File: config.mk
export PLATFORM = sky130hd
export DESIGN_NAME = int_to_fp32_pipe
export DESIGN_NICKNAME = d
export VERILOG_FILES = /design/src/rtl/int2fp_pkg.sv /design/src/rtl/msb_index_detect.sv /design/src/rtl/int_to_fp32_pipe.sv
export SDC_FILE = /design/constraint.sdc
export NUM_CORES = 1
export LEC_CHECK = 0
export CORE_ASPECT_RATIO = 0.5
export CORE_MARGIN = 3
export CORE_UTILIZATION = 35
export DETAILED_ROUTE_END_ITERATION = 6
export PLACE_DENSITY = 0.56
export SYNTH_ARGS = -nofsm -noshare
export SYNTH_HDL_FRONTEND = slang
export SYNTH_SLANG_ARGS = --single-unit
File: constraint.sdc
create_clock -name clk -period 8.1 [get_ports clk]
set_clock_uncertainty 0.05 [all_clocks]
set_input_delay 1.62 -clock clk [delete_from_list [all_inputs] [get_ports clk]]
set_output_delay 1.62 -clock clk [all_outputs]
set_load 0.02 [all_outputs]
File: src/rtl/int2fp_pkg.sv
`default_nettype none
// ============================================================================
// Module   : int2fp_pkg
// Brief    : Shared binary32 field widths, packed layouts and helpers for the
//            integer-to-fp32 conversion pipeline.
// Revision : 1.0 - initial release
// ============================================================================
package int2fp_pkg;

    localparam int FP32_E_WIDTH = 8;
    localparam int FP32_M_WIDTH = 23;
    localparam int FP32_BIAS    = 127;

    typedef struct packed {
        logic                    sign;
        logic [FP32_E_WIDTH-1:0] exp;
        logic [FP32_M_WIDTH-1:0] man;
    } fp32_t;

    // Final-stage payload: packed result plus its rounding status.
    typedef struct packed {
        fp32_t data;
        logic  inexact;
    } s3_payload_t;

    function automatic fp32_t fp32_pack(
        input logic                    sign,
        input logic [FP32_E_WIDTH-1:0] exp,
        input logic [FP32_M_WIDTH-1:0] man
    );
        fp32_t r;
        r.sign = sign;
        r.exp  = exp;
        r.man  = man;
        return r;
    endfunction

endpackage
`default_nettype wire

File: src/rtl/msb_index_detect.sv
`default_nettype none
// ============================================================================
// Module   : msb_index_detect
// Brief    : Combinational leading-one detector; returns the bit position of
//            the highest set bit and a zero flag.
// Revision : 1.0 - initial release
// ============================================================================
module msb_index_detect #(
    parameter int INT_WIDTH = 32,
    parameter int IDX_WIDTH = $clog2(INT_WIDTH)
) (
    input  logic [INT_WIDTH-1:0] i_data,
    output logic [IDX_WIDTH-1:0] o_idx,
    output logic                 o_zero
);

    // Ascending scan: the last set bit seen is the most significant one.
    always_comb begin
        o_idx = '0;
        for (int i = 0; i < INT_WIDTH; i++) begin
            if (i_data[i]) begin
                o_idx = IDX_WIDTH'(i);
            end
        end
    end

    assign o_zero = ~|i_data;

endmodule
`default_nettype wire

File: src/rtl/int_to_fp32_pipe.sv
`default_nettype none
// ============================================================================
// Module   : int_to_fp32_pipe
// Brief    : Three-stage signed/unsigned integer to IEEE-754 binary32
//            converter with valid/ready backpressure and an inexact flag.
//            Define INT2FP_RNE_EN for round-to-nearest-even; otherwise the
//            mantissa is truncated toward zero.
// Revision : 1.0 - initial release
// ============================================================================
module int_to_fp32_pipe
    import int2fp_pkg::*;
#(
    parameter int INT_WIDTH = 32,
    parameter int IDX_WIDTH = $clog2(INT_WIDTH)
) (
    input  logic                 clk,
    input  logic                 rst,
    input  logic                 in_valid,
    output logic                 in_ready,
    input  logic [INT_WIDTH-1:0] in_data,
    input  logic                 in_signed,
    output logic                 out_valid,
    input  logic                 out_ready,
    output logic [31:0]          out_data,
    output logic                 out_inexact
);

    generate
        if (INT_WIDTH < 8 || INT_WIDTH > 64) begin : g_bad_width
            $error("int_to_fp32_pipe: INT_WIDTH must be within 8..64");
        end
        if (IDX_WIDTH != $clog2(INT_WIDTH)) begin : g_bad_idx_width
            $error("int_to_fp32_pipe: IDX_WIDTH is derived and must not be overridden");
        end
    endgenerate

    // Leading one is dropped, so the aligned fraction carries mantissa,
    // guard and sticky bits below it.
    localparam int c_EXT_WIDTH = INT_WIDTH + FP32_M_WIDTH + 1;
    localparam int c_GUARD_BIT = c_EXT_WIDTH - 2 - FP32_M_WIDTH;

    typedef struct packed {
        logic                 sign;
        logic                 zero;
        logic [INT_WIDTH-1:0] mag;
    } s1_payload_t;

    typedef struct packed {
        logic                 sign;
        logic                 zero;
        logic [IDX_WIDTH-1:0] idx;
        logic [INT_WIDTH-1:0] mag;
    } s2_payload_t;

    logic        w_en;
    logic        r_s1_valid;
    logic        r_s2_valid;
    logic        r_out_valid;
    s1_payload_t r_s1;
    s2_payload_t r_s2;
    s3_payload_t r_out;
    s1_payload_t w_s1_next;
    s2_payload_t w_s2_next;
    s3_payload_t w_s3_next;

    logic [IDX_WIDTH-1:0]    w_det_idx;
    logic                    w_det_zero;
    logic [IDX_WIDTH-1:0]    w_lshift;
    logic [c_EXT_WIDTH-2:0]  w_frac;
    logic [FP32_M_WIDTH-1:0] w_man_trunc;
    logic [FP32_M_WIDTH-1:0] w_man;
    logic                    w_guard;
    logic                    w_sticky;
    logic                    w_round_up;
    logic                    w_carry;
    logic [FP32_E_WIDTH-1:0] w_exp;

    // A single enable freezes the whole pipe when the output is blocked.
    assign w_en     = !r_out_valid | out_ready;
    assign in_ready = w_en;

    // Stage 1: sign and magnitude.
    always_comb begin
        w_s1_next      = '0;
        w_s1_next.sign = in_signed & in_data[INT_WIDTH-1];
        w_s1_next.mag  = w_s1_next.sign ? -in_data : in_data;
        w_s1_next.zero = (in_data == '0);
    end

    // Stage 2: leading-one position.
    msb_index_detect #(
        .INT_WIDTH (INT_WIDTH),
        .IDX_WIDTH (IDX_WIDTH)
    ) u_msb_index_detect (
        .i_data (r_s1.mag),
        .o_idx  (w_det_idx),
        .o_zero (w_det_zero)
    );

    always_comb begin
        w_s2_next      = '0;
        w_s2_next.sign = r_s1.sign;
        // The two zero indications always agree; either forces a +0 result.
        w_s2_next.zero = r_s1.zero | w_det_zero;
        w_s2_next.idx  = w_det_idx;
        w_s2_next.mag  = r_s1.mag;
    end

    // Stage 3: left-align, round and pack.
    assign w_lshift    = IDX_WIDTH'(INT_WIDTH - 1) - r_s2.idx;
    assign w_frac      = (c_EXT_WIDTH-1)'({r_s2.mag, {(FP32_M_WIDTH+1){1'b0}}} << w_lshift);
    assign w_man_trunc = w_frac[c_EXT_WIDTH-2 -: FP32_M_WIDTH];
    assign w_guard     = w_frac[c_GUARD_BIT];
    assign w_sticky    = |w_frac[c_GUARD_BIT-1:0];

`ifdef INT2FP_RNE_EN
    assign w_round_up = w_guard & (w_sticky | w_man_trunc[0]);
`else
    assign w_round_up = 1'b0;
`endif

    // A carry out of the mantissa leaves it all-zero and bumps the exponent.
    assign {w_carry, w_man} = {1'b0, w_man_trunc} + {{FP32_M_WIDTH{1'b0}}, w_round_up};
    assign w_exp = FP32_E_WIDTH'(FP32_BIAS) + FP32_E_WIDTH'(r_s2.idx)
                 + FP32_E_WIDTH'(w_carry);

    always_comb begin
        w_s3_next = '0;
        if (!r_s2.zero) begin
            w_s3_next.data    = fp32_pack(r_s2.sign, w_exp, w_man);
            w_s3_next.inexact = w_guard | w_sticky;
        end
    end

    always_ff @(posedge clk or posedge rst) begin
        if (rst) begin
            r_s1_valid  <= 1'b0;
            r_s2_valid  <= 1'b0;
            r_out_valid <= 1'b0;
            r_s1        <= '0;
            r_s2        <= '0;
            r_out       <= '0;
        end else if (w_en) begin
            r_s1_valid  <= in_valid;
            r_s1        <= w_s1_next;
            r_s2_valid  <= r_s1_valid;
            r_s2        <= w_s2_next;
            r_out_valid <= r_s2_valid;
            r_out       <= w_s3_next;
        end
    end

    assign out_valid   = r_out_valid;
    assign out_data    = r_out.data;
    assign out_inexact = r_out.inexact;

endmodule
`default_nettype wire

==> metrics.txt <==
status=finished clean; r2r startpoint=out_valid; Critical R2R Capture=out_data[20]; vias per cell=5.40; Routed WL=between 15,000 and 20,000 um; CTS buffer count=9; Buffers on Ports=71; clock slew at reported path FFs=0.07 ns; DRT antenna net count=0; Placed Area=between 7000 and 8000 um^2; placed cells=988; dpl hpwl=around 13,000 um; critical path type=primary input to output port; setup bufs post-CTS=0; Layout fillers=1,753; Hold Vio Cnt, Final=0; CP max stage delay=0.75 ns; Seq/Total Area, Yosys=a little over 40%; post-DR wirelength/cell=17.4 um; R2R Setup Slk=5.19 ns; initial antenna violation count=0; first-pass GRT wire length=28,600 um; height of the die=102 um; IO Pins=just over 70; sink of the worst hold path=r_s2[38]; Final Cycle Share=65.6%; Setup TNS=0 ns; hold depth=2; largest net degree at the start of global routing=77; crit-path max FO=49; vias post-DR=5,426; Synth cell types=62; count leader, synth=nand2_1; Syn. warnings=0; FF-to-FF path depth=6; post-synthesis instance area=6500 um^2; hold_buf cts=0; Root Buffer=clkbuf_16; clk_lat worst skew=between 0.3 and 0.4 ns; Core Box Area=17,800 um^2; Tot Pwr=2.71 mW; fin cells=1,004; syn nets=between 700 and 800; Crit path max-delay family=buffers and inverters; Finished Cell Area=around 7700 um^2; max-slew violation count=0; RSZ-0062 raised after global routing=false; initial detailed-routing violation count=382; hold path startpoint=r_s2[38]; GRT Util Overall=17.6%; # rows=34; DRC viols=0; Tightest Pin Transition=0.987 ns; share of layout cells above drive strength 1=8.44%; DR pass1 iterations=6; Clock Sinks=108; FF+latch count, synth=about 110; H-tree Lvls=3; ys async rst share=between 90% and 100%; Hold WC Path Type=register to register; crit path cell chain=clkdlybuf4s50_1 > nor2b_4 > inv_2 > clkdlybuf4s50_1; Rel. slew slack=between 30 and 40%; CP Buf/Inv Count=3; Setup crit end kind=output port; Post-Syn Instances=724; Worst EP arrival=approximately 3.6 ns; die area=20,300 um^2; Fmax=188 MHz; clock buffer depth=2; most frequent cells after synthesis=nand2_1, dfrtp_1, nor2_1, mux2i_1, o21ai_0; Setup violations, final=0; Lkg Pwr=roughly 3.3 nW; Initial Util=36.5%; CP most frequent cell=clkdlybuf4s50_1; leading area contributor after synthesis=dfrtp_1; Layout area overhead=18.0%; pwr/cell area=roughly 350 nW/um^2; area share of the largest cell type after synthesis=41.6%; Critical Path Source Type=primary input; post-cts sizing count=0; CP Data Required Time=6.43 ns; Post-synth EDFFs=0; Nets=804; top cells by area, synth=dfrtp_1, nand2_1, mux2i_1, mux4_2, o21ai_0; RePlAce Congestion=approximately 0.89; Mapped Avg Cell Area=8.97 um^2; Overflow after GRT=0; CTS tree=yes; vias in the first global route=5,074; maxcap violations=0; Peak supply drop=0.000109 V; Die W=199 um; fin crit period=5.31 ns; Antenna Cells=0; Worst path slowest cell=nor2b_4; ys flop type=dfrtp_1
## worst min-delay path: cells and delay by family (launching register included)
kind	cells	cell delay, ns
AND/OR/NAND/NOR	2	0.09
flip-flops	1	0.34
## where the power goes
group	total (mW)	internal [mW]	switching, mW
clock network	0.459	0.244	0.215
registers	0.951	0.731	0.220
logic	1.30	0.586	0.711
## cell type report
| type | instances | area [um^2] | share of cell area (%) |
|---|---|---|---|
| multi-input cells | 557 | 3560 | 46.5 |
| clock inverters | 7 | 83.8 | 1.09 |
| well taps | 234 | 293 | 3.82 |
| repair buffers | 76 | 748 | 9.76 |
| flip-flops and latches | 108 | 2700 | 35.3 |
| inverters | 13 | 51.3 | 0.669 |
| clock buffers | 9 | 225 | 2.94 |
## through the flow
| step | hold WS [ns] | worst slack [ns] | utilization, % |
|---|---|---|---|
| finish | 0.417 | 2.79 | 43.1 |
| global route | 0.440 | 2.62 | 43.1 |
| CTS | 0.424 | 2.76 | 43.1 |
| detailed placement | 0.405 | 2.78 | 41.4 |
| global placement | 0.395 | 2.80 | 41.4 |
| floorplan | 0.380 | 3.58 | - |
## worst max path at each step
stage / from / endpoint / slack, ns / cells after the start
2_1_floorplan: rst / out_data[0] / 3.58 / 1
3_3_place_gp: out_ready / in_ready / 2.80 / 4
3_5_place_dp: out_ready / in_ready / 2.78 / 4
4_1_cts: out_ready / in_ready / 2.76 / 4
5_1_grt: out_ready / in_ready / 2.62 / 4
6_report: out_ready / in_ready / 2.79 / 4
## per-layer routing
| layer | track usage, % | wire length, um | up-vias | share of wire (%) |
|---|---|---|---|---|
| li1 | - | - | 2683 | - |
| met1 | 28.8 | 9530 | 2582 | 55 |
| met2 | 23.7 | 6850 | 146 | 39 |
| met3 | 3.10 | 893 | 15 | 5.1 |
| met4 | 3.61 | 180 | 0 | 1.0 |
| met5 | 0 | 0 | - | 0 |
## layout by cell type, fill, tap and decap left out, drive strengths merged, types with 5 or more instances in the layout
master and instances:
o41ai 9, xor2 18, or3 8, a31oi 9, mux2i 44, nand3 7, nor4 17, nand2b 9
buf 5, nor3 15, mux2 18, a222oi 9, mux4 10, clkbuf 9, dfrtp 108, a22oi 15
nand2 171, xnor2 9, inv 15, o31ai 11, o21ai 43, a21oi 23, nor2 54, a22o 5
clkdlybuf4s50 71
## logic make-up after synthesis
group           after synthesis  share of synthesized area, %
flops                       108                          41.6
xor+xnor                     27                          3.64
mux                          72                          13.4
simple gates                305                          20.9
buf+inv                      59                          3.68
fa+ha+maj                     2                         0.385
compound gates              151                          16.4
## sequential cells by signal (all words and copies together), names as in the netlist
name and flops:
r_s2 38, r_s2_valid 1, out_valid 1, r_s1_valid 1, out_inexact 1, r_s1 34
out_data 32
(Power assumes the default switching activity.)
